[src/rtl/joypad_responder_pkg.sv]
// rtl/joypad_responder_pkg.sv - shared joypad constants, button index enum and turbo gating helper
//
// Purpose : constants shared by the joypad responder and its sub-modules.
//           Button bit indices follow the console serial order (A first).
// Contents: JP_WIDTH   - serial report width in bits
//           btn_idx_t  - button bit indices BTN_A..BTN_RIGHT = 0..7
//           jp_bits_t  - one bit per button, 1 = pressed
//           apply_turbo- gates A/B with the turbo phase when turbo is enabled
`timescale 1ns/1ps

package joypad_responder_pkg;

    localparam int JP_WIDTH = 8;

    typedef enum logic [2:0] {
        BTN_A      = 3'd0,
        BTN_B      = 3'd1,
        BTN_SELECT = 3'd2,
        BTN_START  = 3'd3,
        BTN_UP     = 3'd4,
        BTN_DOWN   = 3'd5,
        BTN_LEFT   = 3'd6,
        BTN_RIGHT  = 3'd7
    } btn_idx_t;

    typedef logic [JP_WIDTH-1:0] jp_bits_t;

    // With turbo enabled a button only reports pressed while the phase is
    // high, so holding it produces a square wave of presses.
    function automatic jp_bits_t apply_turbo(
        input jp_bits_t deb,
        input logic     turbo_a,
        input logic     turbo_b,
        input logic     phase
    );
        jp_bits_t eff;
        eff        = deb;
        eff[BTN_A] = deb[BTN_A] & (~turbo_a | phase);
        eff[BTN_B] = deb[BTN_B] & (~turbo_b | phase);
        return eff;
    endfunction

endpackage

[src/rtl/jp_sync.sv]
// rtl/jp_sync.sv - two-flop synchronizer with edge detector for one console input
//
// Purpose : brings one asynchronous console pin into the clk_in domain and
//           produces single-cycle rise/fall pulses from the synchronized level.
// Ports   : clk_in   - system clock
//           nrst_in  - asynchronous active-low reset
//           i_async  - asynchronous input pin
//           o_level  - synchronized level
//           o_rise   - one-cycle pulse on synchronized rising edge
//           o_fall   - one-cycle pulse on synchronized falling edge
`timescale 1ns/1ps

module jp_sync (
    input  logic clk_in,
    input  logic nrst_in,
    input  logic i_async,
    output logic o_level,
    output logic o_rise,
    output logic o_fall
);

    logic r_meta;
    logic r_sync;
    logic r_prev;

    always_ff @(posedge clk_in or negedge nrst_in) begin
        if (!nrst_in) begin
            r_meta <= 1'b0;
            r_sync <= 1'b0;
            r_prev <= 1'b0;
        end else begin
            r_meta <= i_async;
            r_sync <= r_meta;
            r_prev <= r_sync;
        end
    end

    assign o_level = r_sync;
    assign o_rise  = r_sync & ~r_prev;
    assign o_fall  = ~r_sync & r_prev;

endmodule

[src/rtl/joypad_responder.sv]
// rtl/joypad_responder.sv - console joypad emulator: debounce, turbo, latch/shift serial report
//
// Purpose : answers console joypad polls. Physical buttons are debounced,
//           A/B optionally turbo-gated, loaded into an 8-bit shift register
//           while latch is high and shifted out LSB first on jp_clk rises.
// Ports   : clk_in      - system clock
//           nrst_in     - asynchronous active-low reset
//           btn_in      - raw buttons, 1 = pressed, bit0 = A .. bit7 = Right
//           turbo_a_in  - turbo enable for A (level)
//           turbo_b_in  - turbo enable for B (level)
//           jp_clk_in   - console shift clock (asynchronous)
//           jp_latch_in - console latch (asynchronous, active high)
//           jp_data_out - serial data, 0 = pressed, 1 = not pressed / exhausted
//           poll_out    - one-cycle pulse per completed latch
`timescale 1ns/1ps

module joypad_responder
    import joypad_responder_pkg::*;
#(
    parameter int DEBOUNCE_CYCLES = 100000,
    parameter int TURBO_DIV       = 1666666
) (
    input  logic                clk_in,
    input  logic                nrst_in,
    input  logic [JP_WIDTH-1:0] btn_in,
    input  logic                turbo_a_in,
    input  logic                turbo_b_in,
    input  logic                jp_clk_in,
    input  logic                jp_latch_in,
    output logic                jp_data_out,
    output logic                poll_out
);

    localparam int TICK_W  = $clog2(DEBOUNCE_CYCLES);
    localparam int TURBO_W = $clog2(TURBO_DIV);
    localparam logic [TICK_W-1:0]  TICK_LAST  = TICK_W'(DEBOUNCE_CYCLES - 1);
    localparam logic [TURBO_W-1:0] TURBO_LAST = TURBO_W'(TURBO_DIV - 1);

    // ------------------------------------------------------------------
    // Console input synchronizers
    // ------------------------------------------------------------------
    logic w_clk_rise;
    logic w_latch_level;
    logic w_latch_fall;
    logic w_unused_clk_level;
    logic w_unused_clk_fall;
    logic w_unused_latch_rise;

    jp_sync u_sync_clk (
        .clk_in  (clk_in),
        .nrst_in (nrst_in),
        .i_async (jp_clk_in),
        .o_level (w_unused_clk_level),
        .o_rise  (w_clk_rise),
        .o_fall  (w_unused_clk_fall)
    );

    jp_sync u_sync_latch (
        .clk_in  (clk_in),
        .nrst_in (nrst_in),
        .i_async (jp_latch_in),
        .o_level (w_latch_level),
        .o_rise  (w_unused_latch_rise),
        .o_fall  (w_latch_fall)
    );

    // ------------------------------------------------------------------
    // Debounce sample tick
    // ------------------------------------------------------------------
    logic [TICK_W-1:0] r_tick_cnt;
    logic              w_tick;

    assign w_tick = (r_tick_cnt == TICK_LAST);

    always_ff @(posedge clk_in or negedge nrst_in) begin
        if (!nrst_in) begin
            r_tick_cnt <= '0;
        end else if (w_tick) begin
            r_tick_cnt <= '0;
        end else begin
            r_tick_cnt <= r_tick_cnt + TICK_W'(1);
        end
    end

    // ------------------------------------------------------------------
    // Debounce: a bit follows the input only once two consecutive samples
    // agree, so any glitch shorter than one tick period is rejected.
    // ------------------------------------------------------------------
    jp_bits_t r_prev_sample;
    jp_bits_t r_debounced;
    jp_bits_t w_agree;
    jp_bits_t w_deb_next;

    assign w_agree    = ~(btn_in ^ r_prev_sample);
    assign w_deb_next = (w_agree & btn_in) | (~w_agree & r_debounced);

    always_ff @(posedge clk_in or negedge nrst_in) begin
        if (!nrst_in) begin
            r_prev_sample <= '0;
            r_debounced   <= '0;
        end else if (w_tick) begin
            r_prev_sample <= btn_in;
            r_debounced   <= w_deb_next;
        end
    end

    // ------------------------------------------------------------------
    // Turbo phase generator
    // ------------------------------------------------------------------
    logic [TURBO_W-1:0] r_turbo_cnt;
    logic               r_turbo_phase;
    logic               w_turbo_wrap;

    assign w_turbo_wrap = (r_turbo_cnt == TURBO_LAST);

    always_ff @(posedge clk_in or negedge nrst_in) begin
        if (!nrst_in) begin
            r_turbo_cnt   <= '0;
            r_turbo_phase <= 1'b0;
        end else if (w_turbo_wrap) begin
            r_turbo_cnt   <= '0;
            r_turbo_phase <= ~r_turbo_phase;
        end else begin
            r_turbo_cnt   <= r_turbo_cnt + TURBO_W'(1);
        end
    end

    jp_bits_t w_effective;

    assign w_effective = apply_turbo(r_debounced, turbo_a_in, turbo_b_in, r_turbo_phase);

    // ------------------------------------------------------------------
    // Shift register. Latch high reloads every cycle, so clk edges during
    // latch are naturally ignored. A clk rise landing in the same cycle as
    // the latch fall is suppressed so the first bit is never skipped.
    // Zero fill makes every read past the eighth bit report not-pressed.
    // ------------------------------------------------------------------
    jp_bits_t r_shift;

    always_ff @(posedge clk_in or negedge nrst_in) begin
        if (!nrst_in) begin
            r_shift <= '0;
        end else if (w_latch_level) begin
            r_shift <= w_effective;
        end else if (w_clk_rise && !w_latch_fall) begin
            r_shift <= {1'b0, r_shift[JP_WIDTH-1:1]};
        end
    end

    // ------------------------------------------------------------------
    // Registered outputs
    // ------------------------------------------------------------------
    logic r_data_out;
    logic r_poll;

    always_ff @(posedge clk_in or negedge nrst_in) begin
        if (!nrst_in) begin
            r_data_out <= 1'b1;
            r_poll     <= 1'b0;
        end else begin
            r_data_out <= ~r_shift[0];
            r_poll     <= w_latch_fall;
        end
    end

    assign jp_data_out = r_data_out;
    assign poll_out    = r_poll;

endmodule
[config.mk]
export PLATFORM = sky130hd
export DESIGN_NAME = joypad_responder
export DESIGN_NICKNAME = d
export VERILOG_FILES = /design/src/rtl/joypad_responder_pkg.sv /design/src/rtl/jp_sync.sv /design/src/rtl/joypad_responder.sv
export SDC_FILE = /design/constraint.sdc
export NUM_CORES = 1
export LEC_CHECK = 0
export ABC_AREA = 0
export CAP_MARGIN = 25
export CORE_ASPECT_RATIO = 1.5
export CORE_MARGIN = 1
export CORE_UTILIZATION = 40
export CTS_CLUSTER_SIZE = 24
export DETAILED_ROUTE_END_ITERATION = 10
export MAX_ROUTING_LAYER = met4
export SLEW_MARGIN = 20
export SYNTH_ARGS = -nofsm -noshare
export SYNTH_HDL_FRONTEND = slang
export SYNTH_HIERARCHICAL = 1
export SYNTH_SLANG_ARGS = --single-unit
[constraint.sdc]
create_clock -name clk_in -period 2.53 [get_ports clk_in]
set_input_delay 0.253 -clock clk_in [delete_from_list [all_inputs] [get_ports clk_in]]
set_output_delay 0.253 -clock clk_in [all_outputs]
set_load 0.01 [all_outputs]
==> qor.yml <==
die:
  fp.dieH_um: 110
  core-area_um2: 7610
  start_util_pct: 41.1
  dieArea_um2: 8190
  fp.dieW_um: 74.2
  ios: 16
  rows: 39
setup_path:
  crit_path_end_kind: "flop"
  crit_family: "simple AND/OR/NAND/NOR gates"
  crit_chain: "ha_1 > nand4_1 > or4_4 > o21ai_1 > a21oi_1"
  critical_path_buf_inv_count: 0
  cp_slowest_cell: "or4_4"
  crit_fanout: 9
  required_ps: 2740
  crit_type: "reg2reg"
  critPathArrivalTime_ps: 2220
  critPathLaunchType: "flop"
  critical_path.max_stage_delay_ps: 730
sta:
  fin_crit_ps: 2010
  max_freq_mhz: 497
  period_share_pct: 79.5
  hold_viol: 0
  rsz0062_at_grt: "false"
  finClkSkew_ps: 5.46
  slew_viol_final: 0
  finalSetupViolations: 0
  worst_pin_slew_ps: 620
  slew_headroom_pct: 58.3
  timing.final.ws_setup_ps: 518
  fin_setup_tns_ps: 0
logic_synthesis:
  syn_nets: 316
  synth_area_um2: 3130
  synth_warnings: 6
  synth_area_per_cell_um2: 10.5
  syn_inst: 299
status:
  outcome: "finished clean"
cts:
  clock_latency_ps: 330
  clockRootBuffer: "clkbuf_16"
  numCtsBuffers: 9
  max-clock-path-buffers: 2
  post_cts_buffers: 0
  cts.clk_slew.worst_paths_ps: 50
  tritoncts: "yes"
  postCtsHoldBufs: 1
  cts.sinks: 71
  cts_resized: 0
  h-tree-depth: 3
drt:
  viasPerCell: 5.09
  num_vias: 2178
  drtIter0Drc: 152
  drt-wirelength-per-cell_um: 13.6
  firstDrtPassIters: 4
  ant_nets: 0
  wl_um: 5810
  drc: 0
grt:
  grt_antenna_before_repair: 0
  first_global_vias: 2169
  track_usage_pct: 17.1
  grt_max_degree: 29
  grt_pass1_wl_um: 10100
  overflow: 0
pwr:
  p_leak_nw: 1.66
  peakVddDrop_mv: 0.335
  power.density_nw_per_um2: 731
finish:
  diodes: 0
  layout-drive-gt1-share_pct: 9.82
  fin_util_pct: 49.8
  fin_nets: 338
  syn_to_final_growth_pct: 20.9
placed_design:
  dp_slack_ps: 489
  globalplace.congestion: 0.881
  numPortBuffers: 15
  post-dp-hpwl_um: 4050
min_path:
  worstHoldPathType: "reg2reg"
flow_run:
  drv_cap: 0
-- power breakdown --
part | total (mW) | switching [mW] | internal, mW | leakage, nW
clock network | 1.55 | 0.457 | 1.09 | 0.180
registers | 1.15 | 0.00623 | 1.15 | 0.900
logic | 0.0672 | 0.0367 | 0.0305 | 0.579
-- area by class of cell --
cell class | instances | area (um2)
clock buffers | 11 | 243
inverters | 15 | 56.3
clock inverters | 5 | 129
flip-flops and latches | 71 | 1780
fillers | 727 | 3820
repair buffers | 21 | 205
well taps | 102 | 128
multi-input cells | 203 | 1250
-- through the flow --
step	hold slack, ps	total power, mW	std cells	area [um2]
after floorplan	-42.6	1.18	299	3130
after global placement	276	1.24	411	3410
after detailed placement	285	1.24	411	3410
after CTS	355	2.80	428	3790
after global routing	357	2.87	428	3790
final	352	2.77	428	3790
-- routing by layer --
layer  share of wire (%)  global-route usage, %  vias up  routed length, um
met5                   0                      -        -                  0
met4                 1.8                   8.36        0                106
met2                  52                   27.4       36               2990
met1                  43                   20.0     1050               2520
li1                    -                      -     1084                  -
met3                 3.3                   4.18        8                192
-- path summary, 6_finish.rpt --
kind	start	to	slack, ps	cells after the start
min in group asynchronous	nrst_in	r_tick_cnt[8]$_DFF_PN0_	470	2
setup / recovery	r_tick_cnt[0]$_DFF_PN0_	flop	520	5
hold reg to reg	u_sync_latch/r_meta$_DFF_PN0_	u_sync_latch/o_level$_DFF_PN0_	350	0
max in group asynchronous	nrst_in	jp_data_out$_DFF_PN1_	1250	3
setup reg to reg	r_tick_cnt[0]$_DFF_PN0_	flop	520	5
hold / removal	u_sync_latch/r_meta$_DFF_PN0_	u_sync_latch/o_level$_DFF_PN0_	350	0
-- cells in the final DEF (no fill, tap or decap), types with 3 or more instances in the layout --
cell type        count
bufinv_16            4
xor2_1              10
nand4_1             16
nor3_1               6
buf_4                4
nor2_1              24
clkbuf_16            9
nand2_1             26
clkdlybuf4s50_1     14
ha_1                 3
or3_1                3
a21oi_1             22
o21ai_0             19
nand3_1             11
nor4_1               9
mux2i_1              5
xnor2_1             21
dfrtp_1             70
inv_1               15
o21ai_1              6
Note: power is estimated with default switching activity, not from simulation.
